$ cat src/rtl/scs_job_sched.sv
// -----------------------------------------------------------------------------
// scs_job_sched
//
// Job scheduler and single-port payload RAM arbiter for the scs checksum
// engine. The host loads and reads back the payload while the scheduler is
// idle. A start pulse runs one checksum job: the engine is armed, given the
// RAM, watched for completion or timeout, and the RAM then goes back to the host.
//
// Build option:
//   SCS_JOB_SCHED_READBACK_EN - after the job, read the two checksum bytes at
//                               eng_len and eng_len+1 back into `result`.
//                               Without it `result` is tied to 0.
//
// Ports:
//   clock, reset         system clock; synchronous active-high reset
//   start, len           job request (sampled in IDLE) and payload length
//   busy, done, error    job status; done/error are one-cycle pulses
//   result               checksum read back (readback build only)
//   host_we/addr/wdata   host RAM port, honoured only while host_gnt=1
//   host_gnt             host owns the RAM port (scheduler idle)
//   eng_reset            engine reset (held while idle)
//   eng_mem_ready        engine go
//   eng_len              latched length for the engine
//   eng_work_complete    engine completion flag
//   eng_we/addr/wdata    engine RAM port
//   ram_we/addr/wdata    muxed RAM port
//   ram_rdata            RAM read data, valid one cycle after the address
//                        (fanned to the engine outside this block)
// -----------------------------------------------------------------------------
`timescale 1ns/1ps
module scs_job_sched #(
  parameter int RAM_WIDTH      = 8,
  parameter int RAM_ADDR_BITS  = 8,
  parameter int TIMEOUT_CYCLES = 4096
) (
  input  logic                     clock,
  input  logic                     reset,
  input  logic                     start,
  input  logic [15:0]              len,
  output logic                     busy,
  output logic                     done,
  output logic                     error,
  output logic [15:0]              result,
  input  logic                     host_we,
  input  logic [RAM_ADDR_BITS-1:0] host_addr,
  input  logic [RAM_WIDTH-1:0]     host_wdata,
  output logic                     host_gnt,
  output logic                     eng_reset,
  output logic                     eng_mem_ready,
  output logic [15:0]              eng_len,
  input  logic                     eng_work_complete,
  input  logic                     eng_we,
  input  logic [RAM_ADDR_BITS-1:0] eng_addr,
  input  logic [RAM_WIDTH-1:0]     eng_wdata,
  output logic                     ram_we,
  output logic [RAM_ADDR_BITS-1:0] ram_addr,
  output logic [RAM_WIDTH-1:0]     ram_wdata,
  input  logic [RAM_WIDTH-1:0]     ram_rdata
);

  // The two checksum bytes land at len and len+1, so len may not exceed
  // the RAM size minus two.
  localparam logic [16:0] MAX_LEN = 17'((1 << RAM_ADDR_BITS) - 2);

  localparam int                CNT_W    = $clog2(TIMEOUT_CYCLES);
  localparam logic [CNT_W-1:0]  CNT_LAST = CNT_W'(TIMEOUT_CYCLES - 1);

  typedef enum logic [3:0] {
    S_IDLE,
    S_ARM0,   // engine held in reset
    S_ARM1,   // engine released, not yet told to go
    S_RUN,
    S_DRAIN,  // engine's last write has landed; engine back into reset
`ifdef SCS_JOB_SCHED_READBACK_EN
    S_RB0,
    S_RB1,
    S_RB2,
`endif
    S_FIN,
    S_ABORT
  } state_t;

  state_t           state_q, state_d;
  logic [15:0]      eng_len_q, eng_len_d;
  logic [CNT_W-1:0] cnt_q, cnt_d;
  logic             reject_q, reject_d;  // bad-length start, reported next cycle

`ifdef SCS_JOB_SCHED_READBACK_EN
  logic [15:0]      result_q, result_d;
`else
  logic             unused_rdata;
  assign unused_rdata = ^ram_rdata;
`endif

  // NOTE: state registers use non-blocking assignments so every flop samples
  // the pre-edge value of every other flop.
  always_ff @(posedge clock) begin
    if (reset) begin
      state_q   <= S_IDLE;
      eng_len_q <= '0;
      cnt_q     <= '0;
      reject_q  <= 1'b0;
`ifdef SCS_JOB_SCHED_READBACK_EN
      result_q  <= '0;
`endif
    end else begin
      state_q   <= state_d;
      eng_len_q <= eng_len_d;
      cnt_q     <= cnt_d;
      reject_q  <= reject_d;
`ifdef SCS_JOB_SCHED_READBACK_EN
      result_q  <= result_d;
`endif
    end
  end

  always_comb begin
    // NOTE: every signal assigned here gets a default first; a path that
    // skipped one would infer a latch.
    state_d       = state_q;
    eng_len_d     = eng_len_q;
    cnt_d         = '0;
    reject_d      = 1'b0;
`ifdef SCS_JOB_SCHED_READBACK_EN
    result_d      = result_q;
`endif
    busy          = 1'b0;
    done          = 1'b0;
    error         = reject_q;
    host_gnt      = 1'b0;
    eng_reset     = 1'b1;
    eng_mem_ready = 1'b0;
    ram_we        = eng_we;
    ram_addr      = eng_addr;
    ram_wdata     = eng_wdata;

    unique case (state_q)
      S_IDLE: begin
        host_gnt  = 1'b1;
        ram_we    = host_we;
        ram_addr  = host_addr;
        ram_wdata = host_wdata;
        if (start) begin
          if ({1'b0, len} > MAX_LEN) begin
            reject_d = 1'b1;
          end else begin
            eng_len_d = len;
            state_d   = S_ARM0;
          end
        end
      end

      S_ARM0: begin
        busy    = 1'b1;
        state_d = S_ARM1;
      end

      S_ARM1: begin
        busy      = 1'b1;
        eng_reset = 1'b0;
        state_d   = S_RUN;
      end

      S_RUN: begin
        busy          = 1'b1;
        eng_reset     = 1'b0;
        eng_mem_ready = 1'b1;
        cnt_d         = cnt_q + CNT_W'(1);
        // Completion is checked first so it wins over a same-cycle timeout.
        if (eng_work_complete) begin
          state_d = S_DRAIN;
        end else if (cnt_q == CNT_LAST) begin
          state_d = S_ABORT;
        end
      end

      S_DRAIN: begin
        busy = 1'b1;
`ifdef SCS_JOB_SCHED_READBACK_EN
        state_d = S_RB0;
`else
        state_d = S_FIN;
`endif
      end

`ifdef SCS_JOB_SCHED_READBACK_EN
      // Synchronous RAM: each byte is captured one state after its address.
      S_RB0: begin
        busy     = 1'b1;
        ram_we   = 1'b0;
        ram_addr = eng_len_q[RAM_ADDR_BITS-1:0];
        state_d  = S_RB1;
      end

      S_RB1: begin
        busy            = 1'b1;
        ram_we          = 1'b0;
        ram_addr        = eng_len_q[RAM_ADDR_BITS-1:0] + RAM_ADDR_BITS'(1);
        result_d[15:8]  = ram_rdata[7:0];
        state_d         = S_RB2;
      end

      S_RB2: begin
        busy           = 1'b1;
        ram_we         = 1'b0;
        ram_addr       = eng_len_q[RAM_ADDR_BITS-1:0] + RAM_ADDR_BITS'(1);
        result_d[7:0]  = ram_rdata[7:0];
        state_d        = S_FIN;
      end
`endif

      S_FIN: begin
        done    = 1'b1;
        state_d = S_IDLE;
      end

      S_ABORT: begin
        error   = 1'b1;
        state_d = S_IDLE;
      end

      default: state_d = S_IDLE;
    endcase
  end

  assign eng_len = eng_len_q;
`ifdef SCS_JOB_SCHED_READBACK_EN
  assign result  = result_q;
`else
  assign result  = '0;
`endif

endmodule

$ cat config.mk
export PLATFORM = sky130hd
export DESIGN_NAME = scs_job_sched
export DESIGN_NICKNAME = d
export VERILOG_FILES = /design/src/rtl/scs_job_sched.sv
export SDC_FILE = /design/constraint.sdc
export NUM_CORES = 1
export LEC_CHECK = 0
export CORE_ASPECT_RATIO = 2
export CORE_UTILIZATION = 38
export DETAILED_ROUTE_END_ITERATION = 7
export HOLD_SLACK_MARGIN = 0.12
export PLACE_DENSITY = 0.94
export SYNTH_ARGS = -nofsm -noshare
export SYNTH_HDL_FRONTEND = slang
export SYNTH_SLANG_ARGS = --single-unit
$ cat constraint.sdc
create_clock -name clock -period 4.2 [get_ports clock]
set_clock_uncertainty 0.2 [all_clocks]
set_input_delay 1.26 -clock clock [delete_from_list [all_inputs] [get_ports clock]]
set_output_delay 1.26 -clock clock [all_outputs]
set_load 0.02 [all_outputs]
# Yosys cells after proc, flatten, opt, wreduce, memory -nomap -nowiden
# Cells that the tools add are included.
[word_totals]
ff_bits = 33
inputBits = 62
word_cells = 42
[classes]
addsub = 1
order_cmp = 1
eq_ne = 10
n_mux = 15
bitwise_logic = 4
n_reduce_logical = 7
[ops]
columns = ["cell", "n"]
rows = [
  ["4-bit one-hot mux with 5 select lines", 1],
  ["16-bit by 8-bit > comparator with 1-bit output (second input constant)", 1],
  ["4-bit two-way mux", 4],
  ["8-bit two-way mux", 2],
  ["12-bit by 1-bit adder with 12-bit output (second input constant)", 1],
  ["12-bit == test (second input constant)", 1],
  ["4-bit by 3-bit == test with 1-bit output (second input constant)", 3],
  ["4-bit by 2-bit == test with 1-bit output (second input constant)", 2],
  ["1-bit two-way mux", 8],
  ["3-bit AND reduction", 2],
  ["4-bit by 1-bit == test with 1-bit output (second input constant)", 1],
  ["4-bit logical NOT", 1],
  ["2-bit inequality test (second input constant)", 2],
  ["1-bit NOT", 4],
  ["2-bit OR reduction", 2],
  ["4-bit OR reduction", 1],
  ["3-bit inequality test (second input constant)", 1],
  ["3-bit OR reduction", 1],
]

# Longest topological paths before layout
[logic_depth]
word_depth = 4
depth_mapped = 6

# Worst setup path before layout
# Ideal clock, no wire load.
[synth_path]
path_type = "input -> output"
startpoint = "input port host_addr[0]"
endpoint = "output port ram_addr[0]"
t_arrival_ns = 1.632
required_ns = 2.740
setup_slack_ns = 1.108
cell_stages = 1
path_cell_list = "mux2_1"
[synth_between]
elab_chain_len = 1
[synth_lines]
columns = ["element", "line", "text"]
rows = [
  ["start: declaration", "45", "input logic [RAM_ADDR_BITS-1:0] host_addr,"],
  ["8-bit two-way mux", "137", "unique case (state_q)"],
  ["end: declaration", "56", "output logic [RAM_ADDR_BITS-1:0] ram_addr,"],
]
# Every way passes these cells.

# Worst setup path after layout
[layout_path]
startpoint = "input port host_addr[1]"
endpoint = "output port ram_addr[1]"
# The elaborated chain is that of the path after synthesis.

==> metrics.txt <==
outcome completed; core area 4130 sq um; synth top area cells dfxtp_1, buf_4, mux2_2; # port buffers 92; final hold violation count 0; pins over their slew limit 0; CTS Buffer Depth 2; Max IR drop VDD 248 uV; pwr/cell area 360 nW/um^2; DR DRC count 0; Crit path top cell by count clkdlybuf4s50_1; CTS tree yes; post-synth top area share 38.6%; Ys Warns 0; maxcap violations 0; clock sink total 32; Die H 95.5 um; Net Sw Frac 29.3%; ys flop type dfxtp_1; worst hold start cnt_q[0]$_SDFF_PP0_; initial antenna violation count 0; GRT overflow 0; R2R setup slack 2430 ps; Commonest cells post-synth dfxtp_1, nor2_1, buf_4; first-pass GRT wire length 6400 um; layout cells sized above 1 9.51%; largest net degree at the start of global routing 15; CP Max Fanout 1; routed wire length 4150 um; postcts setup bufs 0; slowest cell on the critical path clkdlybuf4s50_1; Synth async-reset ratio 0%; CTS HTree Levels 2; Mean Syn Cell Area 9.83 sq um; Worst-Skew Late Latency 280 ps; most common cell in the netlist dfxtp_1; Leak 1.05 nW; full die area 4660 sq um; Initial Utilization 40.2%; Overall Global Routing Usage 17.9%; Combinational Power Share 36.5%; crit path time final 3970 ps; die width 48.8 um; Reg-to-Reg Start state_q[2]$_SDFFE_PP0P_; DR pass1 iterations 4; Final GP Congestion 0.774; total number of vias 1515; GR Layer Usage met1 15.9%; final setup violation count 0; critical path class in2out; Clock power frac 29.7%; # fillers 324; worst r2r path cells 5; CP cell instances clkdlybuf4s50_1, mux2_1, clkdlybuf4s50_1; busiest grt layer met2; post-DR wirelength/cell 13.2 um; crit-path max cell delay 540 ps; Synth Cell Area 1660 sq um; Hold EP cnt_q[0]$_SDFF_PP0_; met2 usage in global routing 35.8%; area leader, netlist dfxtp_1; crit end category output pin; io pins 117; FF+latch count, synth 32; crit path launch host_addr[1]; P&R area growth vs syn 59.4%; M3 GR Usage 5.42%; Psw 0.279 mW; Fmax 252 MHz; CP arrival 2510 ps; Iteration-0 DRC Markers 12; worst path required time 2740 ps; startpoint type of the worst setup path input port; Distinct cells, synth 39; Hold WC Path Type reg2reg; Site Rows 33; clock transition at the registers of the reported paths 60 ps; via-per-instance ratio 4.81; Detail Route Antenna Nets 0; P_int 0.675 mW; WHS Path Cells 1; post-synthesis cell count 169; EDFF count, synth 0; Setup TNS 0 ps; vias in the first global route 1409; RSZ-0062 raised after global routing no; RR Endpoint eng_len[10]$_SDFFE_PP0P_; post-CTS resize count 0; total power 0.954 mW; Root Buffer clkbuf_8; period utilization 94.6%; HPWL after DPL 3370 um; Core Util, Final 64.2%; sequential power share 33.8%; hold_buf cts 0; worst rel slew slack 63.4%; number of clock buffers inserted by TritonCTS 5; sequential element share of the synthesized area 38.6%; final layout net count 325; diode count 0; worst slew pin tran 547 ps
[cells in the final DEF (no fill, tap or decap), types with 2 or more instances in the layout]
master / n
a21oi_1: 3
and2_1: 9
and3_1: 2
buf_4: 2
clkbuf_8: 5
clkdlybuf4s50_1: 92
conb_1: 16
dfxtp_1: 32
inv_1: 3
mux2_1: 8
mux2_2: 9
mux2i_1: 8
nand2_1: 7
nand3_1: 3
nand4_1: 4
nor2_1: 23
nor3_1: 2
nor4_1: 2
o2111ai_1: 2
or2_1: 2
xnor2_1: 5
xor2_1: 5
[cell type report]
class,count,area [sq um],area share [%]
clock buffer,6,72.6,2.74
sequential,32,641,24.2
clock inverter,2,35.0,1.32
inverter,3,11.3,0.425
multi-input combinational,126,888,33.5
timing repair buffer,94,936,35.3
tap,52,65.1,2.46
[worst max-delay path by stage]
stage                        endpoint
after global placement    ram_addr[1]
after CTS                 ram_addr[1]
after floorplan           ram_addr[0]
after global routing      ram_addr[1]
after detailed placement  ram_addr[1]
final                     ram_addr[1]
[registers in the layout, indices dropped and copies added (netlist names)]
register and cells:
state_q 3, reject_q 1, eng_len 16, cnt_q 12
[worst max-delay path: cells and delay by family]
kind	cells	cell delay, ps
buf+inv	2	930
mux	1	320
[per-layer routing]
| layer | up-vias | wire length (um) |
|---|---|---|
| li1 | 736 | - |
| met1 | 691 | 1380 |
| met5 | - | 0 |
| met4 | 0 | 107 |
| met3 | 12 | 364 |
| met2 | 76 | 2290 |
[cell families (layout without fill, tap and decap cells)]
kind of cell	count (synthesis)	in the layout	synth area share [%]
muxes	25	25	16.3
xor gates and xnor gates	10	10	5.27
and+or+nand+nor	63	63	22.7
DFF	32	32	38.6
buffers and inverters	26	105	11.4
AOI/OAI and AO/OA	11	11	4.74
other	1	16	0.226
adders and majority gates	1	1	0.753
[per-stage QoR]
step | hold WS (ps) | area, sq um | setup slack [ps] | cells
5_1_grt | 265 | 2650 | 213 | 315
3_5_place_dp | 235 | 2540 | 221 | 307
6_report | 240 | 2650 | 228 | 315
3_3_place_gp | 223 | 2540 | 215 | 307
2_1_floorplan | 213 | 1720 | 1110 | 184
4_1_cts | 245 | 2650 | 222 | 315
[power groups by stage]
stage | combinational (mW) | clock [mW] | sequential [mW]
after floorplan | 0.219 | 0 | 0.317
after global placement | 0.345 | 0 | 0.329
after detailed placement | 0.351 | 0 | 0.329
after CTS | 0.352 | 0.289 | 0.322
after global routing | 0.364 | 0.303 | 0.324
final | 0.349 | 0.283 | 0.323
Note: power is estimated with default switching activity, not from simulation.
